[config.mk]
export PLATFORM = sky130hd
export DESIGN_NAME = ram_burst_ctrl
export DESIGN_NICKNAME = d
export VERILOG_FILES = /design/src/rtl/ram_burst_ctrl.sv
export SDC_FILE = /design/constraint.sdc
export NUM_CORES = 1
export LEC_CHECK = 0
export CAP_MARGIN = 15
export CORE_MARGIN = 4
export CORE_UTILIZATION = 26
export CTS_CLUSTER_DIAMETER = 150
export DETAILED_ROUTE_END_ITERATION = 12
export PLACE_DENSITY_LB_ADDON = 0.25
export SLEW_MARGIN = 40
export SYNTH_ARGS = -nofsm -noshare
export SYNTH_HDL_FRONTEND = slang
export SYNTH_SLANG_ARGS = --single-unit
export TNS_END_PERCENT = 30
[constraint.sdc]
create_clock -name CLK -period 2.4 [get_ports CLK]
set_input_delay 0.48 -clock CLK [delete_from_list [all_inputs] [get_ports CLK]]
set_output_delay 0.48 -clock CLK [all_outputs]
set_load 0.02 [all_outputs]
[src/rtl/ram_burst_ctrl.sv]
// ram_burst_ctrl: burst initiator for a single-port synchronous RAM
// (registered read address, 1-cycle read latency, write on RAM_WR at the
// rising edge).
//
// Ports:
//   CLK, RST                 clock, async active-high reset
//   CMD_VALID/READY          burst command handshake (accepted in IDLE only)
//   CMD_WR, CMD_ADDR, CMD_LEN  direction, base address, length-1
//   WR_DATA/VALID/READY      write stream from producer
//   RD_DATA/VALID/READY      read stream to consumer (backpressured)
//   BUSY                     controller not idle
//   RAM_WR, RAM_ADDRESS, RAM_DATA_IN, RAM_DATA_OUT   RAM side
//   ERR                      only with RAM_CTRL_BOUND_CHK_EN: one-cycle pulse
//                            when a burst would run past the top address
//
// Build option: define RAM_CTRL_BOUND_CHK_EN to reject out-of-range bursts;
// otherwise bursts wrap modulo 2**AW.
//
// state   | meaning
// --------+----------------------------------------------------------
// S_IDLE  | waiting for a command, CMD_READY high
// S_WRITE | streaming producer words into the RAM, one per handshake
// S_READ  | issuing read addresses while the read buffer has room
// S_DRAIN | all addresses issued, waiting for buffer to empty
// S_ERR   | rejected command, ERR high for one cycle (bound check only)
module ram_burst_ctrl #(
    parameter int AW = 4,
    parameter int DW = 8
) (
    input  logic          CLK,
    input  logic          RST,
`ifdef RAM_CTRL_BOUND_CHK_EN
    output logic          ERR,
`endif
    input  logic          CMD_VALID,
    output logic          CMD_READY,
    input  logic          CMD_WR,
    input  logic [AW-1:0] CMD_ADDR,
    input  logic [AW-1:0] CMD_LEN,
    input  logic [DW-1:0] WR_DATA,
    input  logic          WR_VALID,
    output logic          WR_READY,
    output logic [DW-1:0] RD_DATA,
    output logic          RD_VALID,
    input  logic          RD_READY,
    output logic          BUSY,
    output logic          RAM_WR,
    output logic [AW-1:0] RAM_ADDRESS,
    output logic [DW-1:0] RAM_DATA_IN,
    input  logic [DW-1:0] RAM_DATA_OUT
);

    typedef enum logic [2:0] {
        S_IDLE  = 3'd0,
        S_WRITE = 3'd1,
        S_READ  = 3'd2,
        S_DRAIN = 3'd3,
        S_ERR   = 3'd4
    } state_t;

    state_t        state, state_nxt;
    logic [AW-1:0] addr, rem, addr_hold;
    logic          inflight;
    logic [DW-1:0] rbuf [2];
    logic          wptr, rptr;
    logic [1:0]    count;
    logic          accept, issue, room, push, pop, bound_err;

`ifdef RAM_CTRL_BOUND_CHK_EN
    logic [AW:0] end_addr;
    assign end_addr  = {1'b0, CMD_ADDR} + {1'b0, CMD_LEN};
    assign bound_err = end_addr[AW];
    assign ERR       = (state == S_ERR);
`else
    assign bound_err = 1'b0;
`endif

    assign RD_VALID = (count != 2'd0);
    assign RD_DATA  = rbuf[rptr];
    assign BUSY     = (state != S_IDLE);
    assign pop      = RD_VALID && RD_READY;
    // The word fetched last cycle lands in the buffer on this edge.
    assign push     = inflight;
    // Occupancy after this edge (buffer + word in flight - word leaving)
    // must stay below 2 so the fetch issued now always has a slot.
    assign room     = ({1'b0, count} + {2'b00, inflight}) < (3'd2 + {2'b00, pop});

    always_comb begin
        state_nxt   = state;
        CMD_READY   = 1'b0;
        accept      = 1'b0;
        WR_READY    = 1'b0;
        RAM_WR      = 1'b0;
        RAM_DATA_IN = '0;
        RAM_ADDRESS = addr_hold;
        issue       = 1'b0;
        case (state)
            S_IDLE: begin
                CMD_READY = !RST;
                accept    = CMD_VALID && !RST;
                if (accept) begin
                    if (bound_err)   state_nxt = S_ERR;
                    else if (CMD_WR) state_nxt = S_WRITE;
                    else             state_nxt = S_READ;
                end
            end
            S_WRITE: begin
                WR_READY    = 1'b1;
                RAM_ADDRESS = addr;
                RAM_DATA_IN = WR_DATA;
                RAM_WR      = WR_VALID;
                if (WR_VALID && rem == '0) state_nxt = S_IDLE;
            end
            S_READ: begin
                issue = room;
                if (room) begin
                    RAM_ADDRESS = addr;
                    if (rem == '0) state_nxt = S_DRAIN;
                end
            end
            S_DRAIN: begin
                if (!inflight && count == 2'd0) state_nxt = S_IDLE;
            end
            S_ERR:   state_nxt = S_IDLE;
            default: state_nxt = S_IDLE;
        endcase
    end

    always_ff @(posedge CLK or posedge RST) begin
        if (RST) begin
            state     <= S_IDLE;
            addr      <= '0;
            rem       <= '0;
            addr_hold <= '0;
            inflight  <= 1'b0;
            wptr      <= 1'b0;
            rptr      <= 1'b0;
            count     <= 2'd0;
            rbuf[0]   <= '0;
            rbuf[1]   <= '0;
        end else begin
            state     <= state_nxt;
            addr_hold <= RAM_ADDRESS;
            inflight  <= issue;
            if (accept) begin
                addr <= CMD_ADDR;
                rem  <= CMD_LEN;
            end else if (RAM_WR || issue) begin
                addr <= addr + 1'b1;
                rem  <= rem - 1'b1;
            end
            if (push) begin
                rbuf[wptr] <= RAM_DATA_OUT;
                wptr       <= ~wptr;
            end
            if (pop) rptr <= ~rptr;
            case ({push, pop})
                2'b10:   count <= count + 1'b1;
                2'b01:   count <= count - 1'b1;
                default: count <= count;
            endcase
        end
    end

    a_no_overflow: assert property (@(posedge CLK) disable iff (RST)
        !(push && !pop && count == 2'd2));

endmodule

==> impl_metrics.env, run 1 <==
export IMPL_crit_type="register to output port"
export IMPL_hold_slack_ns=0.5023
export IMPL_setup_slack_ns=-0.008842
export IMPL_r2r_cells=10
export IMPL_diodes=0
export IMPL_core_area_um2=6944
export IMPL_routedWlPerCell_um=13.22
export IMPL_holdCritPathClass="register to register"
export IMPL_power_frac_seq_pct=25.8
export IMPL_area_growth_pct=49.97
export IMPL_pin_count=55
export IMPL_place_inst=329
export IMPL_pre_cts_slack_ns=-0.4513
export IMPL_critPathCaptureType="output port"
export IMPL_setup_viol=4
export IMPL_grt_pass1_vias=1491
export IMPL_power_leakage_nw=1.251
export IMPL_ys_seq_area_share_pct=46.33
export IMPL_dieArea_um2=8699
export IMPL_use_met1_pct=14.68
export IMPL_die_h_um=93.27
export IMPL_cpPeakStageDelay_ns=0.39
export IMPL_met2_usage_pct=16.44
export IMPL_power_density_nw_per_um2=1501
export IMPL_grt_max_degree=36
export IMPL_p_int_mw=2.640
export IMPL_grt_overflow_total=0
export IMPL_max_cap_violations=0
export IMPL_pwr_share_clk_pct=11.9
export IMPL_root_buffer="clkbuf_8"
export IMPL_place_area_um2=2651
export IMPL_cts_hold_buf=0
export IMPL_synth_top_cell_area_share_pct=46.33
export IMPL_ys_warn_count=0
export IMPL_slew_violations=0
export IMPL_clk_pin_slew_worst_paths_ns=0.07
export IMPL_synthDistinctLibCells=40
export IMPL_drc_errors=0
export IMPL_rr_endpoint="addr[1]"
export IMPL_fmax_mhz=415.1
export IMPL_syn_num_nets=205
export IMPL_violations="setup timing"
export IMPL_path_cells="ha_2 -> ha_4 -> nor4bb_2 -> a21oi_1 -> o31ai_1 -> buf_4 -> a22o_1 -> buf_6"
export IMPL_grtUsageTotal_pct=10.53
export IMPL_top_usage_layer="met2"
export IMPL_vias=1464
export IMPL_crit_fanout=4
export IMPL_cpLargestDelayFamily="adder cells"
export IMPL_drive_gt1_share_pct=29.63
export IMPL_status="finished, violations left"
export IMPL_synth_cells=166
export IMPL_hpwl_mm=3.249
export IMPL_crit_path_top_delay_cell="dfrtp_1"
export IMPL_cts_sinks=35
export IMPL_antenna_found_initial=0
export IMPL_cts_buffers=5
export IMPL_synth_edff_count=0
export IMPL_stdcell_area_um2=2835
export IMPL_drt_initial_drc_count=40
export IMPL_cts_htree_levels=2
export IMPL_avgSynthCellArea_um2=11.39
export IMPL_gp_congestion=0.7671
export IMPL_multi_input_area_um2=1001
export IMPL_postRouteAntennaNets=0
export IMPL_grt_pass1_wl_mm=7.389
export IMPL_synth_area_um2=1891
export IMPL_min_path_cells=1
export IMPL_layout_worst_path_cycle_share_pct=100.4
export IMPL_crit_buf_inv=2
export IMPL_p_switching_mw=1.615
export IMPL_worst_slew_pin_slew_ns=0.4967
export IMPL_rsz0062_at_grt="true"
export IMPL_wl_mm=4.483
export IMPL_critPathRequiredTime_ns=1.92
export IMPL_gr_usage_met3_pct=2.494
export IMPL_synth_top_cell_by_area="dfrtp_1"
export IMPL_switching_share_pct=37.96
export IMPL_synth_most_common_cell="dfrtp_1"
export IMPL_die_w_um=93.27
export IMPL_cts_buffer_depth=2
export IMPL_seq_area_um2=875.8
export IMPL_finalHoldViolations=0
export IMPL_start_util_pct=27.23
export IMPL_worst_hold_path_endpoint="rbuf[11]"
export IMPL_detail_route_first_pass_iterations=4
export IMPL_stdcell_count=339
export IMPL_synthArstFlopShare_pct=100.0
export IMPL_ys_ff_latch=35
export IMPL_cts_tree="built"
export IMPL_relSlewSlack_pct=66.80
export IMPL_port_buffers=54
export IMPL_rrSetupSlack_ns=0.29
export IMPL_fin_skew_ns=0.003385
export IMPL_vias_per_cell=4.319
export IMPL_synthTopCellsByCount="dfrtp_1 (35), mux2_2 (24), inv_1 (10), nor2_1 (10)"
export IMPL_hold_start="rbuf[11]"
export IMPL_cp_arrival_ns=1.93
export IMPL_rr_startpoint="state[1]"
export IMPL_startpoint_type="register"
export IMPL_fin_crit_ns=2.409
export IMPL_peakVddDrop_v=0.0008319
export IMPL_fill_cells=676
export IMPL_row_count=30
export IMPL_synthTopCellsByArea="dfrtp_1 (46%), mux2_2 (14%), ha_1 (6.0%)"
export IMPL_worstSkewPairLatency_ns=0.28
export IMPL_pwr_share_comb_pct=62.3
export IMPL_nNetsFinal=282
export IMPL_ys_flop_type="dfrtp_1"
## how the worst max path moves through the flow
stage,startpoint,to,cells after the start
5_1_grt,count[0],RAM_ADDRESS[2],8
2_1_floorplan,count[0],RAM_ADDRESS[0],5
3_5_place_dp,RD_READY,RAM_ADDRESS[1],6
6_report,count[0],RAM_ADDRESS[2],8
3_3_place_gp,RD_READY,RAM_ADDRESS[1],6
4_1_cts,inflight,RAM_ADDRESS[1],8
## metal layers
layer  routed length [µm]  share of wire, %
met3                  120               2.7
met1                 2111                47
met4                   31              0.69
met2                 2220                50
met5                    0                 0
## flip-flops by register name, summed over array words and instances, names as in the netlist
register	cells
state	2
rptr	1
count	2
wptr	1
addr	4
addr_hold	4
rem	4
rbuf	16
inflight	1
## cells by family after synthesis
family	Yosys count	share of synthesized area, %
multiplexers	26	15.62
AND/OR/NAND/NOR	43	13.63
adder cells (fa/ha/maj)	9	5.956
buffers and inverters	16	4.037
XOR/XNOR	7	3.243
flip-flops	35	46.33
AO/OA/AOI/OAI	30	11.18
## layout make-up
type | instances | share of cell area (%)
inverters | 11 | 1.456
well taps | 96 | 4.237
multi-input cells | 115 | 35.30
flip-flops and latches | 35 | 30.89
clock buffers | 6 | 2.560
repair buffers | 75 | 24.49
clock inverters | 1 | 1.059
## placed cells by master, fill, tap and decap left out, drive strengths merged, types with 9 or more instances in the layout
master,Yosys,layout
mux2,25,25
dfrtp,35,35
a21oi,9,9
ha,9,9
clkdlybuf4s50,0,40
inv,11,11
nor2,11,11
dlygate4sd2,0,9
buf,2,25
and2,9,9
## through the flow
stage	setup TNS, ns	power (mW)	utilization (%)
after detailed placement	-1.774	3.605	38.18
after global routing	-0.5112	4.592	40.83
after CTS	-0.1013	4.180	39.96
after global placement	-1.558	3.591	38.18
after floorplan	0	2.647	-
final	-0.01901	4.255	40.83
## power by group through the flow
stage | clock, mW | sequential [mW] | combinational (mW)
6_report | 0.507 | 1.10 | 2.65
5_1_grt | 0.550 | 1.14 | 2.90
4_1_cts | 0.523 | 1.09 | 2.56
3_5_place_dp | 0 | 1.10 | 2.51
3_3_place_gp | 0 | 1.10 | 2.49
2_1_floorplan | 0 | 1.05 | 1.59
## repair_timing
| action | 4_1_cts | 5_1_grt |
|---|---|---|
| hold endpoints to repair | 0 | 0 |
| endpoints found under the setup margin | 13 | 5 |
| pin swaps | 3 | 4 |
| gates cloned | 0 | 0 |
| buffers inserted | 1 | 2 |
| resized for setup | 36 | 8 |
Note: power is estimated with default switching activity, not from simulation.
==> run 2, diff against run 1 <==
--- a/config.mk
+++ b/config.mk
@@ -6,7 +6,7 @@
 export NUM_CORES = 1
 export LEC_CHECK = 0
 export CAP_MARGIN = 15
-export CORE_MARGIN = 4
+export CORE_MARGIN = 3
 export CORE_UTILIZATION = 26
 export CTS_CLUSTER_DIAMETER = 150
 export DETAILED_ROUTE_END_ITERATION = 12
==> impl_metrics.env, run 2 (synthesis gave the netlist of run 1 again) <==
export IMPL_status="finished, violations left"
export IMPL_violations="setup timing"
export IMPL_switching_share_pct=38.33
export IMPL_stdcell_area_um2=2826
export IMPL_row_count=30
export IMPL_top_register="rbuf"
export IMPL_gp_congestion=0.7610
export IMPL_cts_tree="built"
export IMPL_fin_crit_ns=2.456
export IMPL_min_path_cells=1
export IMPL_finalHoldViolations=0
export IMPL_endpoint="RAM_ADDRESS[0]"
export IMPL_wl_met3_um=175
export IMPL_root_buffer="clkbuf_8"
export IMPL_setup_viol=4
export IMPL_p_switching_mw=1.646
export IMPL_rrSetupSlack_ns=0.24
export IMPL_antenna_found_initial=0
export IMPL_rsz0062_at_grt="true"
export IMPL_relSlewSlack_pct=65.39
export IMPL_place_area_um2=2651
export IMPL_layout_commonest_cell="clkdlybuf4s50_1"
export IMPL_layout_worst_path_cycle_share_pct=102.3
export IMPL_grt_pass1_wl_mm=7.507
export IMPL_route_met2_wl_mm=2.090
export IMPL_detail_route_first_pass_iterations=4
export IMPL_path_cells="ha_2 -> ha_4 -> nor4bb_2 -> a21oi_1 -> o31ai_1 -> buf_4 -> a22o_1 -> buf_6"
export IMPL_cts_buffer_depth=2
export IMPL_postRouteAntennaNets=0
export IMPL_vias_per_cell=4.281
export IMPL_port_buffers=54
export IMPL_cts_htree_levels=2
export IMPL_cts_hold_buf=0
export IMPL_rr_endpoint="addr[0]"
export IMPL_power_density_nw_per_um2=1519
export IMPL_fmax_mhz=407.1
export IMPL_drive_gt1_share_pct=29.34
export IMPL_power_frac_seq_pct=25.5
export IMPL_fin_skew_ns=0.01400
export IMPL_slew_violations=0
export IMPL_peakVddDrop_v=0.0009298
export IMPL_pwr_share_comb_pct=61.3
export IMPL_grt_pass1_vias=1538
export IMPL_crit_path_top_delay_cell="dfrtp_1"
export IMPL_crit_type="register to output port"
export IMPL_routedWlPerCell_um=13.18
export IMPL_cp_arrival_ns=1.98
export IMPL_largest_reg_flops=16
export IMPL_grt_overflow_total=0
export IMPL_area_growth_pct=49.50
export IMPL_rr_startpoint="state[1]"
export IMPL_pwr_share_clk_pct=13.2
export IMPL_worstSkewPairLatency_ns=0.29
export IMPL_wl_mm=4.454
export IMPL_crit_fanout=4
export IMPL_hpwl_mm=3.251
export IMPL_r2r_cells=10
export IMPL_critPathRequiredTime_ns=1.92
export IMPL_grt_max_degree=36
export IMPL_wl_met1_mm=2.107
export IMPL_setup_slack_ns=-0.05612
export IMPL_core_area_um2=6907
export IMPL_power_leakage_nw=1.251
export IMPL_start_util_pct=27.37
export IMPL_drt_initial_drc_count=55
export IMPL_holdCritPathClass="register to register"
export IMPL_cpPeakStageDelay_ns=0.39
export IMPL_p_int_mw=2.649
export IMPL_die_w_um=91.27
export IMPL_vias=1447
export IMPL_drc_errors=0
export IMPL_critPathCaptureType="output port"
export IMPL_pin_count=55
export IMPL_startpoint_type="register"
export IMPL_grtUsageTotal_pct=11.36
export IMPL_cts_sinks=35
export IMPL_worst_slew_pin_slew_ns=0.5177
export IMPL_clk_pin_slew_worst_paths_ns=0.08
export IMPL_dieArea_um2=8330
export IMPL_finalPower_mw=4.295
export IMPL_top_layer="met4"
export IMPL_diodes=0
export IMPL_cts_buffers=5
export IMPL_nNetsFinal=280
export IMPL_final_cell_mix="clkdlybuf4s50_1 (40), dfrtp_1 (35), mux2_2 (24)"
export IMPL_startpoint="inflight"
export IMPL_max_cap_violations=0
export IMPL_die_h_um=91.27
[run 2: layout make-up]
| type | instances | area, µm² |
|---|---|---|
| fill | 687 | 4080 |
| multi-input combinational | 115 | 988.4 |
| sequential | 35 | 875.8 |
| timing repair buffer | 73 | 679.4 |
| tap | 96 | 120.1 |
| clock buffer | 6 | 82.58 |
| inverter | 11 | 41.29 |
| clock inverter | 2 | 38.79 |
[run 2: routing by layer]
layer  up-vias  track usage [%]
li1        733                -
met3         8            3.148
met2        26            17.90
met1       680            14.69
met4         0            4.523
met5         -                0
[run 2: worst min path at each step]
stage            startpoint            to  slack [ns]
2_1_floorplan       rbuf[0]       rbuf[0]        0.47
3_3_place_gp        rbuf[5]       rbuf[5]        0.48
3_5_place_dp   addr_hold[2]  addr_hold[2]        0.49
4_1_cts             rbuf[0]       rbuf[0]        0.51
5_1_grt             rbuf[0]       rbuf[0]        0.51
6_report            rbuf[4]       rbuf[4]        0.51
[run 2: metrics by stage]
stage | setup TNS (ns) | std cells | hold WS, ns | util (%) | setup slack, ns
after global routing | -0.6259 | 338 | 0.5112 | 40.92 | -0.1643
final | -0.1614 | 338 | 0.5057 | 40.92 | -0.05612
after floorplan | 0 | 166 | 0.4737 | - | 0.1757
after CTS | -0.2763 | 337 | 0.5078 | 40.27 | -0.08163
after detailed placement | -1.597 | 329 | 0.4902 | 38.39 | -0.4140
after global placement | -1.595 | 329 | 0.4825 | 38.39 | -0.4009
[run 2: power groups by stage]
| stage | logic [mW] | registers [mW] | clock network (mW) |
|---|---|---|---|
| finish | 2.63 | 1.09 | 0.569 |
| global route | 2.88 | 1.14 | 0.623 |
| CTS | 2.56 | 1.09 | 0.594 |
| detailed placement | 2.52 | 1.10 | 0 |
| global placement | 2.50 | 1.09 | 0 |
| floorplan | 1.59 | 1.05 | 0 |
[run 2: timing repair]
action,CTS,global route
gates resized for setup,35,7
endpoints found under the setup margin,13,6
buffers inserted,0,1
pin swaps,3,3
[run 2: critical path: cells and delay by family, from the launching register on]
family / cells / cell delay (ns)
fa+ha+maj: 2 / 0.42
flops: 1 / 0.39
compound gates: 3 / 0.31
buf+inv: 2 / 0.30
simple gates: 1 / 0.26
